`config.mk`:
```
export PLATFORM = sky130hd
export DESIGN_NAME = hex_dump_engine
export DESIGN_NICKNAME = d
export VERILOG_FILES = /design/src/rtl/hex_dump_engine.sv
export SDC_FILE = /design/constraint.sdc
export NUM_CORES = 1
export LEC_CHECK = 0
export CELL_PAD_IN_SITES_DETAIL_PLACEMENT = 1
export CELL_PAD_IN_SITES_GLOBAL_PLACEMENT = 1
export CORE_MARGIN = 1.5
export CORE_UTILIZATION = 38
export CTS_CLUSTER_DIAMETER = 80
export CTS_CLUSTER_SIZE = 14
export DETAILED_ROUTE_END_ITERATION = 10
export PLACE_DENSITY_LB_ADDON = 0.15
export SETUP_SLACK_MARGIN = 0.1
export SLEW_MARGIN = 20
export SYNTH_ARGS = -nofsm -noshare
export SYNTH_HDL_FRONTEND = slang
export SYNTH_SLANG_ARGS = --single-unit
```
`constraint.sdc`:
```
create_clock -name clk -period 2.2 [get_ports clk]
set_input_delay 0.44 -clock clk [delete_from_list [all_inputs] [get_ports clk]]
set_output_delay 0.44 -clock clk [all_outputs]
set_load 0.01 [all_outputs]
```
`src/rtl/hex_dump_engine.sv`:
```
// Streams an ASCII hex listing of a RAM address range to a byte-wide transmitter.
// Line format: "$" + address digits + "#" + space-separated words + CR LF.
module hex_dump_engine #(
    parameter int ADDR_W         = 10,
    parameter int DATA_W         = 16,
    parameter int WORDS_PER_LINE = 16,
    parameter int RD_LAT         = 1
) (
    input  logic              clk,
    input  logic              RESET,
    input  logic              start,
    input  logic              abort,
    input  logic [ADDR_W-1:0] start_addr,
    input  logic [ADDR_W-1:0] end_addr,
    output logic              busy,
    output logic              done,
    output logic [ADDR_W-1:0] mem_addr,
    output logic              mem_rd,
    input  logic [DATA_W-1:0] mem_data,
    output logic [7:0]        tx_data,
    output logic              tx_valid,
    input  logic              tx_ready
);

    localparam int AD  = (ADDR_W + 3) / 4;
    localparam int AW4 = 4 * AD;
    localparam int ND  = DATA_W / 4;
    localparam int SW  = (AW4 > DATA_W) ? AW4 : DATA_W;

    localparam logic [3:0] S_IDLE  = 4'd0;
    localparam logic [3:0] S_HDR   = 4'd1;
    localparam logic [3:0] S_ADDR  = 4'd2;
    localparam logic [3:0] S_SEP   = 4'd3;
    localparam logic [3:0] S_FETCH = 4'd4;
    localparam logic [3:0] S_WAIT  = 4'd5;
    localparam logic [3:0] S_DIGIT = 4'd6;
    localparam logic [3:0] S_SPACE = 4'd7;
    localparam logic [3:0] S_CR    = 4'd8;
    localparam logic [3:0] S_LF    = 4'd9;
    localparam logic [3:0] S_FIN   = 4'd10;

    logic [3:0]        state_q, state_d;
    logic [ADDR_W-1:0] addr_q, addr_d;
    logic [ADDR_W-1:0] mem_addr_q, mem_addr_d;
    logic [ADDR_W:0]   left_q, left_d;
    logic [7:0]        line_q, line_d;
    logic [5:0]        nib_q, nib_d;
    logic [2:0]        wait_q, wait_d;
    logic [SW-1:0]     sh_q, sh_d;
    logic              abort_q, abort_d;

    logic              busy_w;
    logic              accept;
    logic              abort_now;
    logic [ADDR_W-1:0] span;

    function automatic logic [7:0] hex_char(input logic [3:0] n);
        return (n < 4'd10) ? (8'h30 + {4'h0, n}) : (8'h37 + {4'h0, n});
    endfunction

    assign busy_w    = (state_q != S_IDLE) && (state_q != S_FIN);
    assign tx_valid  = (state_q == S_HDR)   || (state_q == S_ADDR)  || (state_q == S_SEP) ||
                       (state_q == S_DIGIT) || (state_q == S_SPACE) || (state_q == S_CR)  ||
                       (state_q == S_LF);
    assign accept    = tx_valid & tx_ready;
    // A same-cycle abort counts as if it had already been latched.
    assign abort_now = abort_q | (abort & busy_w);
    assign span      = end_addr - start_addr;

    assign busy     = busy_w;
    assign done     = (state_q == S_FIN);
    assign mem_rd   = (state_q == S_FETCH);
    assign mem_addr = mem_addr_q;

    always_comb begin
        case (state_q)
            S_HDR:           tx_data = 8'h24;
            S_SEP:           tx_data = 8'h23;
            S_SPACE:         tx_data = 8'h20;
            S_CR:            tx_data = 8'h0D;
            S_LF:            tx_data = 8'h0A;
            S_ADDR, S_DIGIT: tx_data = hex_char(sh_q[SW-1 -: 4]);
            default:         tx_data = '0;
        endcase
    end

    always_comb begin
        state_d    = state_q;
        addr_d     = addr_q;
        mem_addr_d = mem_addr_q;
        left_d     = left_q;
        line_d     = line_q;
        nib_d      = nib_q;
        wait_d     = wait_q;
        sh_d       = sh_q;
        abort_d    = abort_q | (abort & busy_w);
        case (state_q)
            S_IDLE: begin
                if (start) begin
                    addr_d  = start_addr;
                    left_d  = {1'b0, span} + (ADDR_W + 1)'(1);
                    line_d  = '0;
                    abort_d = 1'b0;
                    state_d = S_HDR;
                end
            end
            S_HDR: begin
                if (accept) begin
                    if (abort_now) begin
                        state_d = S_CR;
                    end else begin
                        // Address digits share the word shift register, left-aligned.
                        sh_d                = '0;
                        sh_d[SW-1 -: AW4]   = AW4'(addr_q);
                        nib_d               = '0;
                        state_d             = S_ADDR;
                    end
                end
            end
            S_ADDR: begin
                if (accept) begin
                    if (abort_now) begin
                        state_d = S_CR;
                    end else if (nib_q == 6'(AD - 1)) begin
                        state_d = S_SEP;
                    end else begin
                        sh_d  = sh_q << 4;
                        nib_d = nib_q + 6'd1;
                    end
                end
            end
            S_SEP: begin
                if (accept) begin
                    if (abort_now) begin
                        state_d = S_CR;
                    end else begin
                        mem_addr_d = addr_q;
                        state_d    = S_FETCH;
                    end
                end
            end
            S_FETCH: begin
                if (abort_now) begin
                    state_d = S_CR;
                end else begin
                    wait_d  = '0;
                    state_d = S_WAIT;
                end
            end
            S_WAIT: begin
                if (abort_now) begin
                    state_d = S_CR;
                end else if (wait_q == 3'(RD_LAT - 1)) begin
                    sh_d                 = '0;
                    sh_d[SW-1 -: DATA_W] = mem_data;
                    nib_d                = '0;
                    addr_d               = addr_q + 1'b1;
                    left_d               = left_q - 1'b1;
                    line_d               = line_q + 8'd1;
                    state_d              = S_DIGIT;
                end else begin
                    wait_d = wait_q + 3'd1;
                end
            end
            S_DIGIT: begin
                if (accept) begin
                    if (abort_now || left_q == '0 || line_q == 8'(WORDS_PER_LINE)) begin
                        if (abort_now || nib_q == 6'(ND - 1)) begin
                            state_d = S_CR;
                        end else begin
                            sh_d  = sh_q << 4;
                            nib_d = nib_q + 6'd1;
                        end
                    end else if (nib_q == 6'(ND - 1)) begin
                        state_d = S_SPACE;
                    end else begin
                        sh_d  = sh_q << 4;
                        nib_d = nib_q + 6'd1;
                    end
                end
            end
            S_SPACE: begin
                if (accept) begin
                    if (abort_now) begin
                        state_d = S_CR;
                    end else begin
                        mem_addr_d = addr_q;
                        state_d    = S_FETCH;
                    end
                end
            end
            S_CR: begin
                if (accept) state_d = S_LF;
            end
            S_LF: begin
                if (accept) begin
                    line_d  = '0;
                    state_d = (abort_now || left_q == '0) ? S_FIN : S_HDR;
                end
            end
            S_FIN: begin
                abort_d = 1'b0;
                state_d = S_IDLE;
            end
            default: state_d = S_IDLE;
        endcase
    end

    always_ff @(posedge clk or posedge RESET) begin
        if (RESET) begin
            state_q    <= S_IDLE;
            addr_q     <= '0;
            mem_addr_q <= '0;
            left_q     <= '0;
            line_q     <= '0;
            nib_q      <= '0;
            wait_q     <= '0;
            sh_q       <= '0;
            abort_q    <= 1'b0;
        end else begin
            state_q    <= state_d;
            addr_q     <= addr_d;
            mem_addr_q <= mem_addr_d;
            left_q     <= left_d;
            line_q     <= line_d;
            nib_q      <= nib_d;
            wait_q     <= wait_d;
            sh_q       <= sh_d;
            abort_q    <= abort_d;
        end
    end

endmodule
```
==> report_table.html <==
<table>
<tr><th>Metric</th><th>Value</th></tr>
<tr><th colspan="2">Pwr</th></tr>
<tr><td>Largest vdd supply drop</td><td>slightly above 600 µV</td></tr>
<tr><td>Cell area power density</td><td>1253 nW/µm²</td></tr>
<tr><td>Static Leakage</td><td>around 3.5 nW</td></tr>
<tr><th colspan="2">Yosys</th></tr>
<tr><td>Number of storage elements in the synthesis netlist</td><td>69</td></tr>
<tr><td>Synthesized net count</td><td>between 600 and 700</td></tr>
<tr><td>Sequential cell area fraction in the yosys report</td><td>a little under two fifths</td></tr>
<tr><td>Primary FF master, synth</td><td>sky130_fd_sc_hd__dfrtp_1</td></tr>
<tr><td>Async set-reset flop share out of synthesis</td><td>100.0%</td></tr>
<tr><td>Number of warnings reported in the yosys synthesis log</td><td>0</td></tr>
<tr><td>Mean instance size in the synthesized netlist</td><td>between 8 and 9 µm²</td></tr>
<tr><td>Unique cell type count in the Yosys netlist</td><td>between 60 and 70</td></tr>
<tr><td>Mapped Cells</td><td>560</td></tr>
<tr><td>Post-synth EDFFs</td><td>0</td></tr>
<tr><td>Synth Cell Area</td><td>between 4000 and 5000 µm²</td></tr>
<tr><th colspan="2">Route</th></tr>
<tr><td>Number of vias in the routed layout</td><td>a little under 6,000</td></tr>
<tr><td>ANT nets after route</td><td>0</td></tr>
<tr><td>Routed Wire Length</td><td>between 20,000 and 30,000 µm</td></tr>
<tr><td>Via/cell ratio</td><td>between 6 and 7</td></tr>
<tr><td>Detailed-router iteration count before antenna repair</td><td>5</td></tr>
<tr><td>Number of design rule violations left after detail routing</td><td>0</td></tr>
<tr><td>Final routed wire length divided by cell count</td><td>approximately 27 µm</td></tr>
<tr><td>DRC marker count from the first detailed-route iteration</td><td>between 400 and 500</td></tr>
<tr><th colspan="2">Clock tree</th></tr>
<tr><td>Worst skew pair latency</td><td>0.35 ns</td></tr>
<tr><td>Clk sink count</td><td>69</td></tr>
<tr><td>Clock input transition at the sequential cells of the worst setup and hold paths</td><td>0.06 ns</td></tr>
<tr><td>Number of CTS-inserted buffers</td><td>9</td></tr>
<tr><td>Number of levels in the clock H-tree</td><td>3</td></tr>
<tr><td>Clock tree from TritonCTS</td><td>done</td></tr>
<tr><td>Root buffer cell</td><td>sky130_fd_sc_hd__clkbuf_16</td></tr>
<tr><td>Bufs on Longest Clock Path</td><td>2</td></tr>
<tr><th colspan="2">STA</th></tr>
<tr><td>Max transition margin</td><td>57.68%</td></tr>
<tr><td>Final worst setup slack</td><td>-0.5919 ns</td></tr>
<tr><td>Slew of the pin with the lowest slew margin</td><td>between 0.6 and 0.7 ns</td></tr>
<tr><td>Final min period</td><td>between 2 and 3 ns</td></tr>
<tr><td>Final number of hold-violating endpoints</td><td>0</td></tr>
<tr><td>Worst clock skew on the final layout</td><td>0.006356 ns</td></tr>
<tr><td>Finish-stage setup viols</td><td>30</td></tr>
<tr><td>Upper clock frequency limit</td><td>approximately 360 MHz</td></tr>
<tr><td>Final Cycle Share</td><td>126.9%</td></tr>
<tr><td>Setup repair after global routing missed its margin</td><td>yes</td></tr>
<tr><td>Final number of max-transition violations</td><td>0</td></tr>
<tr><th colspan="2">Floorplanning</th></tr>
<tr><td>Width of the die</td><td>113.3 µm</td></tr>
<tr><td>Die area</td><td>12,830 µm²</td></tr>
<tr><td>CORE AREA</td><td>~12,000 µm²</td></tr>
<tr><td>Floorplan die height</td><td>113.3 µm</td></tr>
<tr><td>Num ports</td><td>63</td></tr>
<tr><td>Row count</td><td>40</td></tr>
<tr><td>Initial cell density of the core</td><td>roughly two fifths</td></tr>
<tr><th colspan="2">Flow run</th></tr>
<tr><td>Max-cap check violation count</td><td>0</td></tr>
<tr><th colspan="2">Final layout</th></tr>
<tr><td>Share of post-route cells with drive strength above 1</td><td>roughly 48%</td></tr>
<tr><td>Fill cells</td><td>about 1,300</td></tr>
<tr><td>Finished Cell Area</td><td>approximately 8100 µm²</td></tr>
<tr><td>Non-Filler Instances</td><td>~930</td></tr>
<tr><td>Commonest non-fill, non-tap cell in the layout</td><td>sky130_fd_sc_hd__buf_4</td></tr>
<tr><td>Antenna Cells</td><td>0</td></tr>
<tr><td>Nets</td><td>837</td></tr>
<tr><td>Area Overhead vs Synth</td><td>75.95%</td></tr>
<tr><td>Most frequent cells in the layout</td><td>sky130_fd_sc_hd__buf_4, sky130_fd_sc_hd__dfrtp_1, sky130_fd_sc_hd__nand2_1, sky130_fd_sc_hd__buf_6, sky130_fd_sc_hd__clkdlybuf4s50_1</td></tr>
<tr><th colspan="2">Setup path</th></tr>
<tr><td>Arrival time at the worst endpoint</td><td>approximately 3 ns</td></tr>
<tr><td>Worst R2R Setup Slack</td><td>-0.59 ns</td></tr>
<tr><td>Capturing element type of the critical path</td><td>flip-flop</td></tr>
<tr><td>Crit path from</td><td>left_q[0]$_DFFE_PP0P_</td></tr>
<tr><td>Path type of the worst setup path</td><td>reg -&gt; reg</td></tr>
<tr><td>Beginning of the worst register-to-register path</td><td>left_q[0]$_DFFE_PP0P_</td></tr>
<tr><td>Required time reported for the critical path endpoint</td><td>around 2.4 ns</td></tr>
<tr><td>Maximum fanout encountered on the critical timing path</td><td>3</td></tr>
<tr><td>Worst setup SP type</td><td>flip-flop</td></tr>
<tr><th colspan="2">Global routing</th></tr>
<tr><td>Overall Global Routing Usage</td><td>between 20 and 30%</td></tr>
<tr><td>Wire length of the first global-routing pass</td><td>29,480 µm</td></tr>
<tr><td>Via count of the first global-routing pass</td><td>about 5,800</td></tr>
<tr><td>Grt total ovfl</td><td>0</td></tr>
<tr><td>Number of antenna violations at the first check in global routing</td><td>0</td></tr>
<tr><td>Maximum number of pins on one net before global-route repair</td><td>70</td></tr>
<tr><th colspan="2">Placement</th></tr>
<tr><td>Post-detailed-placement half-perimeter wirelength</td><td>about 11,000 µm</td></tr>
<tr><td>Post-placement cell count</td><td>approximately 840</td></tr>
<tr><td>Last weighted congestion value of the routability-driven placer</td><td>0.8374</td></tr>
<tr><td>Port bufs</td><td>61</td></tr>
<tr><td>Cell area reported after detailed placement</td><td>roughly 6200 µm²</td></tr>
<tr><th colspan="2">Outcome</th></tr>
<tr><td>Violated checks</td><td>negative setup slack</td></tr>
<tr><td>Run status</td><td>complete, but fails checks</td></tr>
<tr><th colspan="2">Hold path</th></tr>
<tr><td>Worst hold-check path type</td><td>in -&gt; reg</td></tr>
<tr><td>Startpoint of the lowest-slack hold path</td><td>start_addr[2]</td></tr>
</table>
state kept, by name (all words and copies together) (netlist names):
| signal | flops |
|---|---|
| sh_q | 16 |
| left_q | 11 |
| wait_q | 3 |
| mem_addr | 10 |
| abort_q | 1 |
| state_q | 4 |
| line_q | 8 |
| nib_q | 6 |
| addr_q | 10 |
where the power goes:
| group | internal (W) | switching (W) |
|---|---|---|
| combinational | 0.00304 | 0.00314 |
| sequential | 0.00177 | 0.000707 |
| clock | 0.000884 | 0.000657 |
per-layer routing:
metal	GRT usage, %	up-vias	share of wire, %
met1	33.77	2957	37
met3	4.178	125	5.6
met2	53.49	334	52
li1	-	2442	-
met4	12.75	0	5.6
met5	0	-	0
timing repair:
action	4_1_cts	5_1_grt
setup buffers	40	27
gates cloned	4	2
hold endpoints to repair	0	0
setup endpoints to repair	72	73
gates resized for setup	203	131
hold buffers	0	0
pin swaps	48	45
kinds of logic (layout without fill, tap and decap cells):
| group | count (synthesis) | after routing | share of synthesized area, % |
|---|---|---|---|
| buffers and inverters | 57 | 278 | 4.928 |
| other | 1 | 1 | 0.08116 |
| multiplexers | 19 | 19 | 4.468 |
| XOR/XNOR | 16 | 16 | 3.033 |
| AO/OA/AOI/OAI | 166 | 166 | 22.18 |
| flip-flops | 69 | 69 | 37.37 |
| adder cells (fa/ha/maj) | 20 | 20 | 5.578 |
| AND/OR/NAND/NOR | 212 | 212 | 22.37 |
cells in the mapped netlist (all sizes together), types with 2 or more instances:
master	count	share of area, %
nor4	7	0.95
mux2	13	3.2
nand4	2	0.27
buf	8	0.95
nand2b	13	1.8
o2bb2ai	2	0.38
nor2b	4	0.54
o31ai	4	0.65
or2	2	0.27
mux2i	6	1.3
a31oi	16	2.2
and2	2	0.27
a211o	2	0.38
a211oi	3	0.49
clkbuf	19	1.5
a22o	3	0.57
a311oi	2	0.38
or4	2	0.32
or3	4	0.54
nor3	16	1.8
a21o	3	0.49
o21bai	2	0.32
nand3	29	3.4
a21oi	42	4.8
o211ai	2	0.32
o21a	2	0.32
inv	30	2.4
o22ai	9	1.2
ha	19	5.1
and3	7	0.95
a22oi	16	2.6
o21ai	49	5.3
dfrtp	69	37
xnor2	7	1.3
xor2	9	1.7
nor2	55	4.8
nand2	62	5.0
final timing paths:
kind	to	depth (start not counted)
min	addr_q[2]$_DFFE_PP0P_	3
max reg2reg	left_q[10]$_DFFE_PP0P_	8
max in group asynchronous	state_q[0]$_DFFE_PP0P_	3
min in group asynchronous	sh_q[1]$_DFFE_PP0P_	3
max	left_q[10]$_DFFE_PP0P_	8
min reg2reg	mem_addr[0]$_DFFE_PP0P_	1
layout make-up:
| class | instances | area, µm² | area share (%) |
|---|---|---|---|
| flip-flops and latches | 69 | 1732 | 21.30 |
| well taps | 147 | 183.9 | 2.262 |
| multi-input cells | 434 | 3633 | 44.69 |
| inverters | 30 | 128.9 | 1.585 |
| clock buffers | 9 | 225.2 | 2.770 |
| clock inverters | 7 | 73.82 | 0.9080 |
| repair buffers | 232 | 2153 | 26.49 |
stage by stage:
stage | utilization, % | setup TNS, ns | total power [W] | worst slack [ns] | hold slack [ns]
floorplan | - | -0.004981 | 0.004245 | -0.004981 | 0.4470
global placement | 52.42 | -6.074 | 0.005973 | -0.6909 | 0.4753
detailed placement | 52.42 | -8.491 | 0.006173 | -0.7892 | 0.4822
CTS | 62.36 | -0.1562 | 0.008671 | -0.07308 | 0.5034
finish | 68.26 | -2.659 | 0.01019 | -0.5919 | 0.5140
global route | 68.26 | -4.365 | 0.01053 | -0.5250 | 0.5376
critical path, cell delays in order (launching register included):
cell	delay, ns
sky130_fd_sc_hd__dfrtp_1	0.43
sky130_fd_sc_hd__inv_2	0.11
sky130_fd_sc_hd__ha_4	0.13
sky130_fd_sc_hd__or4b_4	0.49
sky130_fd_sc_hd__or3_4	0.37
sky130_fd_sc_hd__nor4_1	0.49
sky130_fd_sc_hd__o21ai_0	0.28
sky130_fd_sc_hd__a2bb2oi_2	0.27
sky130_fd_sc_hd__o21ai_2	0.10
No activity file was read; power rests on OpenSTA's default activity.
